--- config.mk ---
export PLATFORM = sky130hd
export DESIGN_NAME = mcpu_ctrl
export DESIGN_NICKNAME = d
export VERILOG_FILES = /design/src/rtl/mcpu_ctrl.sv
export SDC_FILE = /design/constraint.sdc
export NUM_CORES = 1
export LEC_CHECK = 0
export BUFFER_PORTS_ARGS = -buffer_cell sky130_fd_sc_hd__buf_2
export CAP_MARGIN = 15
export CORE_MARGIN = 1.5
export CORE_UTILIZATION = 39
export CTS_CLUSTER_SIZE = 40
export DETAILED_ROUTE_END_ITERATION = 10
export PLACE_DENSITY = 0.77
export SLEW_MARGIN = 20
export SYNTH_ARGS = -nofsm -noshare
export SYNTH_HDL_FRONTEND = slang
export SYNTH_SLANG_ARGS = --single-unit
--- constraint.sdc ---
create_clock -name clk -period 1.55 [get_ports clk]
set_input_delay 0.31 -clock clk [delete_from_list [all_inputs] [get_ports clk]]
set_output_delay 0.31 -clock clk [all_outputs]
set_load 0.02 [all_outputs]
--- src/rtl/mcpu_ctrl.sv ---
// Multi-cycle CPU main controller: Moore FSM sequencing fetch, decode, memory and writeback.
// Optional feature: define MCPU_JAL_EN to decode jal (opcode 000011) into the JAL state.
//
// state | meaning
// ------+-----------------------------------------------
// IF  0 | fetch instruction, PC+4 (holds until mem_ready)
// ID  1 | decode, precompute branch target
// MA  2 | lw/sw effective address
// MR  3 | memory read (holds until mem_ready)
// MW  4 | memory write (holds until mem_ready)
// LWB 5 | load writeback to rt
// RX  6 | R-type execute
// RWB 7 | R-type writeback to rd
// BR  8 | beq compare, PC <- target if zero
// JP  9 | jump
// IX 10 | addi execute
// IWB11 | addi writeback to rt
// JAL12 | jump and link (MCPU_JAL_EN only)
module mcpu_ctrl (
    input  logic       clk,
    input  logic       rst_n,
    input  logic [5:0] opcode,
    input  logic [5:0] funct,
    input  logic       zero,
    input  logic       mem_ready,
    output logic       pc_we,
    output logic       ir_we,
    output logic       mem_rd,
    output logic       mem_wr,
    output logic       iord,
    output logic       reg_we,
    output logic [1:0] regdst,
    output logic [1:0] memtoreg,
    output logic       alusrca,
    output logic [1:0] alusrcb,
    output logic [1:0] aluop,
    output logic [1:0] pcsrc,
    output logic [3:0] state,
    output logic       illegal
);

    localparam logic [3:0] S_IF  = 4'd0;
    localparam logic [3:0] S_ID  = 4'd1;
    localparam logic [3:0] S_MA  = 4'd2;
    localparam logic [3:0] S_MR  = 4'd3;
    localparam logic [3:0] S_MW  = 4'd4;
    localparam logic [3:0] S_LWB = 4'd5;
    localparam logic [3:0] S_RX  = 4'd6;
    localparam logic [3:0] S_RWB = 4'd7;
    localparam logic [3:0] S_BR  = 4'd8;
    localparam logic [3:0] S_JP  = 4'd9;
    localparam logic [3:0] S_IX  = 4'd10;
    localparam logic [3:0] S_IWB = 4'd11;
    localparam logic [3:0] S_JAL = 4'd12;

    localparam logic [5:0] OP_RTYPE = 6'b000000;
    localparam logic [5:0] OP_LW    = 6'b100011;
    localparam logic [5:0] OP_SW    = 6'b101011;
    localparam logic [5:0] OP_BEQ   = 6'b000100;
    localparam logic [5:0] OP_ADDI  = 6'b001000;
    localparam logic [5:0] OP_J     = 6'b000010;
    localparam logic [5:0] OP_JAL   = 6'b000011;

    logic [3:0] state_q;
    logic [3:0] state_d;

    // funct goes straight to the ALU control decoder; the FSM never looks at it.
    logic unused_funct;
    assign unused_funct = ^funct;

    assign state = state_q;

    always_ff @(posedge clk or negedge rst_n) begin
        if (!rst_n) state_q <= S_IF;
        else        state_q <= state_d;
    end

    always_comb begin
        state_d  = S_IF;
        pc_we    = 1'b0;
        ir_we    = 1'b0;
        mem_rd   = 1'b0;
        mem_wr   = 1'b0;
        iord     = 1'b0;
        reg_we   = 1'b0;
        regdst   = 2'd0;
        memtoreg = 2'd0;
        alusrca  = 1'b0;
        alusrcb  = 2'd0;
        aluop    = 2'd0;
        pcsrc    = 2'd0;
        illegal  = 1'b0;
        case (state_q)
`ifdef MCPU_JAL_EN
            S_IF: begin
`else
            S_IF, S_JAL: begin
`endif
                mem_rd  = 1'b1;
                alusrcb = 2'd1;
                ir_we   = mem_ready;
                pc_we   = mem_ready;
                state_d = mem_ready ? S_ID : S_IF;
            end
            S_ID: begin
                alusrcb = 2'd3;
                case (opcode)
                    OP_RTYPE:      state_d = S_RX;
                    OP_LW, OP_SW:  state_d = S_MA;
                    OP_BEQ:        state_d = S_BR;
                    OP_ADDI:       state_d = S_IX;
                    OP_J:          state_d = S_JP;
`ifdef MCPU_JAL_EN
                    OP_JAL:        state_d = S_JAL;
`endif
                    default: begin
                        illegal = 1'b1;
                        state_d = S_IF;
                    end
                endcase
            end
            S_MA: begin
                alusrca = 1'b1;
                alusrcb = 2'd2;
                state_d = (opcode == OP_LW) ? S_MR : S_MW;
            end
            S_MR: begin
                mem_rd  = 1'b1;
                iord    = 1'b1;
                state_d = mem_ready ? S_LWB : S_MR;
            end
            S_MW: begin
                mem_wr  = 1'b1;
                iord    = 1'b1;
                state_d = mem_ready ? S_IF : S_MW;
            end
            S_LWB: begin
                reg_we   = 1'b1;
                memtoreg = 2'd1;
            end
            S_RX: begin
                alusrca = 1'b1;
                aluop   = 2'd2;
                state_d = S_RWB;
            end
            S_RWB: begin
                reg_we = 1'b1;
                regdst = 2'd1;
            end
            S_BR: begin
                alusrca = 1'b1;
                aluop   = 2'd1;
                pcsrc   = 2'd1;
                pc_we   = zero;
            end
            S_JP: begin
                pcsrc = 2'd2;
                pc_we = 1'b1;
            end
            S_IX: begin
                alusrca = 1'b1;
                alusrcb = 2'd2;
                state_d = S_IWB;
            end
            S_IWB: begin
                reg_we = 1'b1;
            end
`ifdef MCPU_JAL_EN
            S_JAL: begin
                reg_we   = 1'b1;
                regdst   = 2'd2;
                memtoreg = 2'd2;
                pcsrc    = 2'd2;
                pc_we    = 1'b1;
            end
`endif
            default: state_d = S_IF;
        endcase
    end

endmodule
* Word level (Yosys, flattened, before mapping)
Cells that the tools add are included.
Word-level totals: bits in registers 4, bits in latches 0, bits in writable memories 0, memory bits (read-only) 0, input port bits 16, output and inout port bits 22, logic and storage cells 48, memories kept 0
Operators by class: add/sub/neg operators 0, multiply operators 0, div/mod/pow operators 0, $lt $le $gt $ge 0, equal/unequal tests 17, shift operators 0, mux-type cells 20, bitwise logic cells 0, reduce and logical (&&, ||, !) cells 10
Operators by type and width (number):
- 4-bit one-hot mux with 7 select lines | 1
- 4-bit == test, second input constant | 5
- 4-bit one-hot mux with 5 select lines | 1
- 4-bit by 3-bit == test with 1-bit output, second input constant | 4
- 6-bit == test, second input constant | 2
- 1-bit two-way mux | 11
- 3-bit two-way mux | 3
- 4-bit by 2-bit == test with 1-bit output, second input constant | 2
- 2-bit one-hot mux with 2 select lines | 2
- 2-bit OR reduction | 4
- 6-bit by 2-bit == test with 1-bit output, second input constant | 1
- 6-bit by 3-bit == test with 1-bit output, second input constant | 1
- 6-bit by 4-bit == test with 1-bit output, second input constant | 1
- 6-bit zero test | 1
- 2-bit one-hot mux with 3 select lines | 1
- 3-bit OR reduction | 2
- 6-bit OR reduction | 1
- 4-bit by 1-bit == test with 1-bit output, second input constant | 1
- 4-bit zero test | 1
- 4-bit OR reduction | 1
- 1-bit one-hot mux with 3 select lines | 1

* Logic depth before layout (Yosys ltp)
word-level depth 4, mapped depth 5, mapped depth without buffers 4

* Worst setup path after synthesis
OpenSTA, ideal clock, no wires.
kind register to output, start point reg state_q[2], in the netlist state[2], end point out pc_we, data arrival time 1.665 ns, data required time 1.240 ns, slack -0.425 ns, cell stages (with the launch flop) 6, buffers on the path 1, cells stage by stage dfrtp_1 -> buf_6 -> nand2b_4 -> nor3_1 -> a21oi_1 -> nand2_1
Between the ends: word-level cells in the longest chain between the ends 3, elaborated cells on any way between the ends 6, those cells by class eq/ne: 3; mux: 1; reduce/logical: 2
Ends and longest elaborated chain:
- start: declaration | RTL line 64 | logic [3:0] state_q;
- start signal: assignment | RTL line 75 | else state_q <= state_d;
- 4-bit == test / 4-bit zero test (equally long branches) | RTL line 93 | case (state_q)
- 2-bit OR reduction | RTL line 93
- 1-bit one-hot mux with 3 select lines * | RTL line 93
- end: declaration | RTL line 26 | output logic pc_we,
Mark *: on every way between the ends. The rest lies on a longest branch, timed or not.

* Worst setup path in the final report
start point reg state_q[0], in the netlist state[0], end point out pc_we
The elaborated chain is that of the path after synthesis.

==> results by group <==
Clock network
  – Root Driver: clkbuf_4
  – CTS buffer count: 3
  – Clock-pin slew on the worst setup and hold paths: 0.05 ns
  – H-Tree Depth: 1
  – CTS sink cnt: 4
  – CTS tree: built
  – Clock Path Buffers: 2
  – Worst-Skew Late Latency: 0.25 ns

Layout
  – Layout filler cell count: 59
  – Layout area overhead: 109%
  – Core Util, Final: 85.5%
  – Ant diodes: 0
  – Nets: 147
  – Max reg flops: 4
  – Fraction of layout cells with a size suffix above 1: 65.4%
  – Non-filler instance count after layout: 145

Outcome
  – Status: complete, but fails checks
  – Failing checks: setup timing

Drt
  – Drt pass-1 iters: 4
  – Post-route ant nets: 0
  – Routed WL per cell: 17.2 um
  – Iter 0 DRT Violations: 29
  – Drt drc: 0
  – Via density: 5.74
  – DR vias: 832
  – Final wirelength: 2500 um

Timing
  – Final WS setup: -0.196 ns
  – Final min period: 1.75 ns
  – Setup repair after global routing missed its margin: yes
  – Max Clk Rate: 573 MHz
  – Final setup viols: 14
  – Setup TNS: -1.47 ns
  – Hold Fails Final Rpt: 0
  – Clk_skew: 0.0115 ns
  – Final worst-path cycle share: 113%
  – Slew Limit Fails: 0

Die
  – Die W: 39.8 um
  – Die height: 39.8 um
  – Initial Utilization: 41.0%
  – Num rows: 13
  – Die area: 1580 sq um
  – Core Area: 1280 sq um
  – IO Count: 38

GRT
  – Initial antenna violation count: 0
  – Grt ovf: 0
  – Vias in the first global route: 682
  – Total Routing Usage GR: 30.2%
  – Largest net degree at the start of global routing: 10
  – First-pass GRT wire length: 3030 um

Synth
  – Number of synthesis warnings: 0
  – Top FF cell, synth: dfrtp_1
  – Synth area leader: dfrtp_1
  – Syn_area_per_cell: 7.02 sq um
  – Asr flop ratio synth: 100%
  – Most common cell in the netlist: nor2_1
  – Seq/Total Area, Yosys: 19.0%
  – Post-synthesis cell area: 527 sq um
  – Synth cell count leaders: nor2_1 (10), a21oi_1 (6), nor3_1 (6)
  – Synth Instances: 75
  – Post-synth cell types: 34
  – Top-area cell type share of the netlist area: 19.0%
  – Post-synth EDFFs: 0
  – Seq cells post-synth: 4
  – Synth area leaders: dfrtp_1 (19%), nor2_1 (7.1%), a21oi_1 (5.7%), nor3_1 (5.7%), buf_6 (4.3%)

Worst setup path
  – Endpoint arrival time on the critical path: 1.44 ns
  – Critical Path Sink Type: primary output
  – CP Max Fanout: 7
  – Critical Path Source Type: flip-flop
  – Reg2reg setup slack: 0.09 ns
  – Crit path required time: 1.24 ns
  – Crit path kind: reg2out

Power
  – Cell Pwr Density: 578 nW/um^2
  – Leakage: 0.527 nW
  – Overall power: 0.635 mW
  – Peak supply drop: 0.381 mV

Flow run
  – Max-cap violations: 0

Place
  – Final Wtd Congestion: 0.822
  – Dpl hpwl: 1230 um
  – PortBufs: 29
  – # placed instances: 125
  – Pre-CTS setup slack: 0.0422 ns

Worst hold path
  – HP Class: in2reg
kinds of logic (layout without fill, tap and decap cells):
family | after synthesis | after routing | synth area share, %
DFF | 4 | 4 | 19.0
other | 1 | 2 | 0.712
and+or+nand+nor | 40 | 40 | 42.5
xor gates and xnor gates | 1 | 1 | 1.66
buffers and inverters | 10 | 64 | 11.6
AOI/OAI and AO/OA | 19 | 19 | 24.5
metal layers:
layer	routed length (um)	track usage [%]
met1	847	29.6
met2	1380	50.8
met3	187	8.52
met4	80	26.7
met5	0	0
placed cells by master, fill, tap and decap left out, drive strengths merged:
| cell | instances |
|---|---|
| a211oi | 1 |
| a21oi | 6 |
| a22oi | 1 |
| a31oi | 1 |
| and2 | 3 |
| and3 | 3 |
| buf | 54 |
| clkbuf | 5 |
| conb | 2 |
| dfrtp | 4 |
| dlygate4sd3 | 1 |
| inv | 4 |
| nand2 | 5 |
| nand2b | 4 |
| nand3 | 2 |
| nand3b | 2 |
| nor2 | 11 |
| nor2b | 1 |
| nor3 | 6 |
| nor4 | 1 |
| o211ai | 1 |
| o21ai | 5 |
| o21bai | 1 |
| o22ai | 1 |
| o311ai | 1 |
| o41ai | 1 |
| or2 | 1 |
| or4 | 1 |
| xor2 | 1 |
what timing repair did:
action,CTS,global route
pin swaps,8,5
setup buffers,13,2
hold buffers,1,0
endpoints found under the setup margin,14,16
hold endpoints to repair,4,0
resized for setup,35,19
worst paths after layout:
kind | start | endpoint | cells past startpoint
max in group asynchronous | rst_n | state[3] | 2
setup / recovery | state[0] | pc_we | 5
hold reg to reg | state[2] | state[1] | 2
setup reg to reg | state[2] | state[3] | 5
hold / removal | mem_ready | state[1] | 2
min in group asynchronous | rst_n | state[2] | 2
cell type report:
class | count | area (sq um) | share of cell area [%]
Clock buffer | 4 | 26.3 | 2.39
Inverter | 4 | 15.0 | 1.37
Multi-Input combinational cell | 62 | 478 | 43.5
Sequential cell | 4 | 105 | 9.57
Tap cell | 15 | 18.8 | 1.71
Timing Repair Buffer | 56 | 455 | 41.5
metrics by stage:
stage               hold slack, ns  area, sq um
floorplan                   0.0144          568
global placement             0.113          767
detailed placement           0.116          767
CTS                          0.351         1020
global route                 0.379         1100
finish                       0.377         1100
critical path, cell delays in order (launching register included):
cell     delay (ns)
dfrtp_2        0.45
nor2_1         0.21
and3_4         0.22
nand2_2        0.08
nand2_1        0.10
buf_6          0.12
where the power goes:
group | leakage [nW] | total, mW | switching, mW | internal [mW]
logic | 0.464 | 0.353 | 0.186 | 0.167
clock network | 0.0150 | 0.156 | 0.0580 | 0.0976
registers | 0.0480 | 0.126 | 0.0138 | 0.113
total | 0.527 | 0.635 | 0.258 | 0.377
No activity file was read; power rests on OpenSTA's default activity.
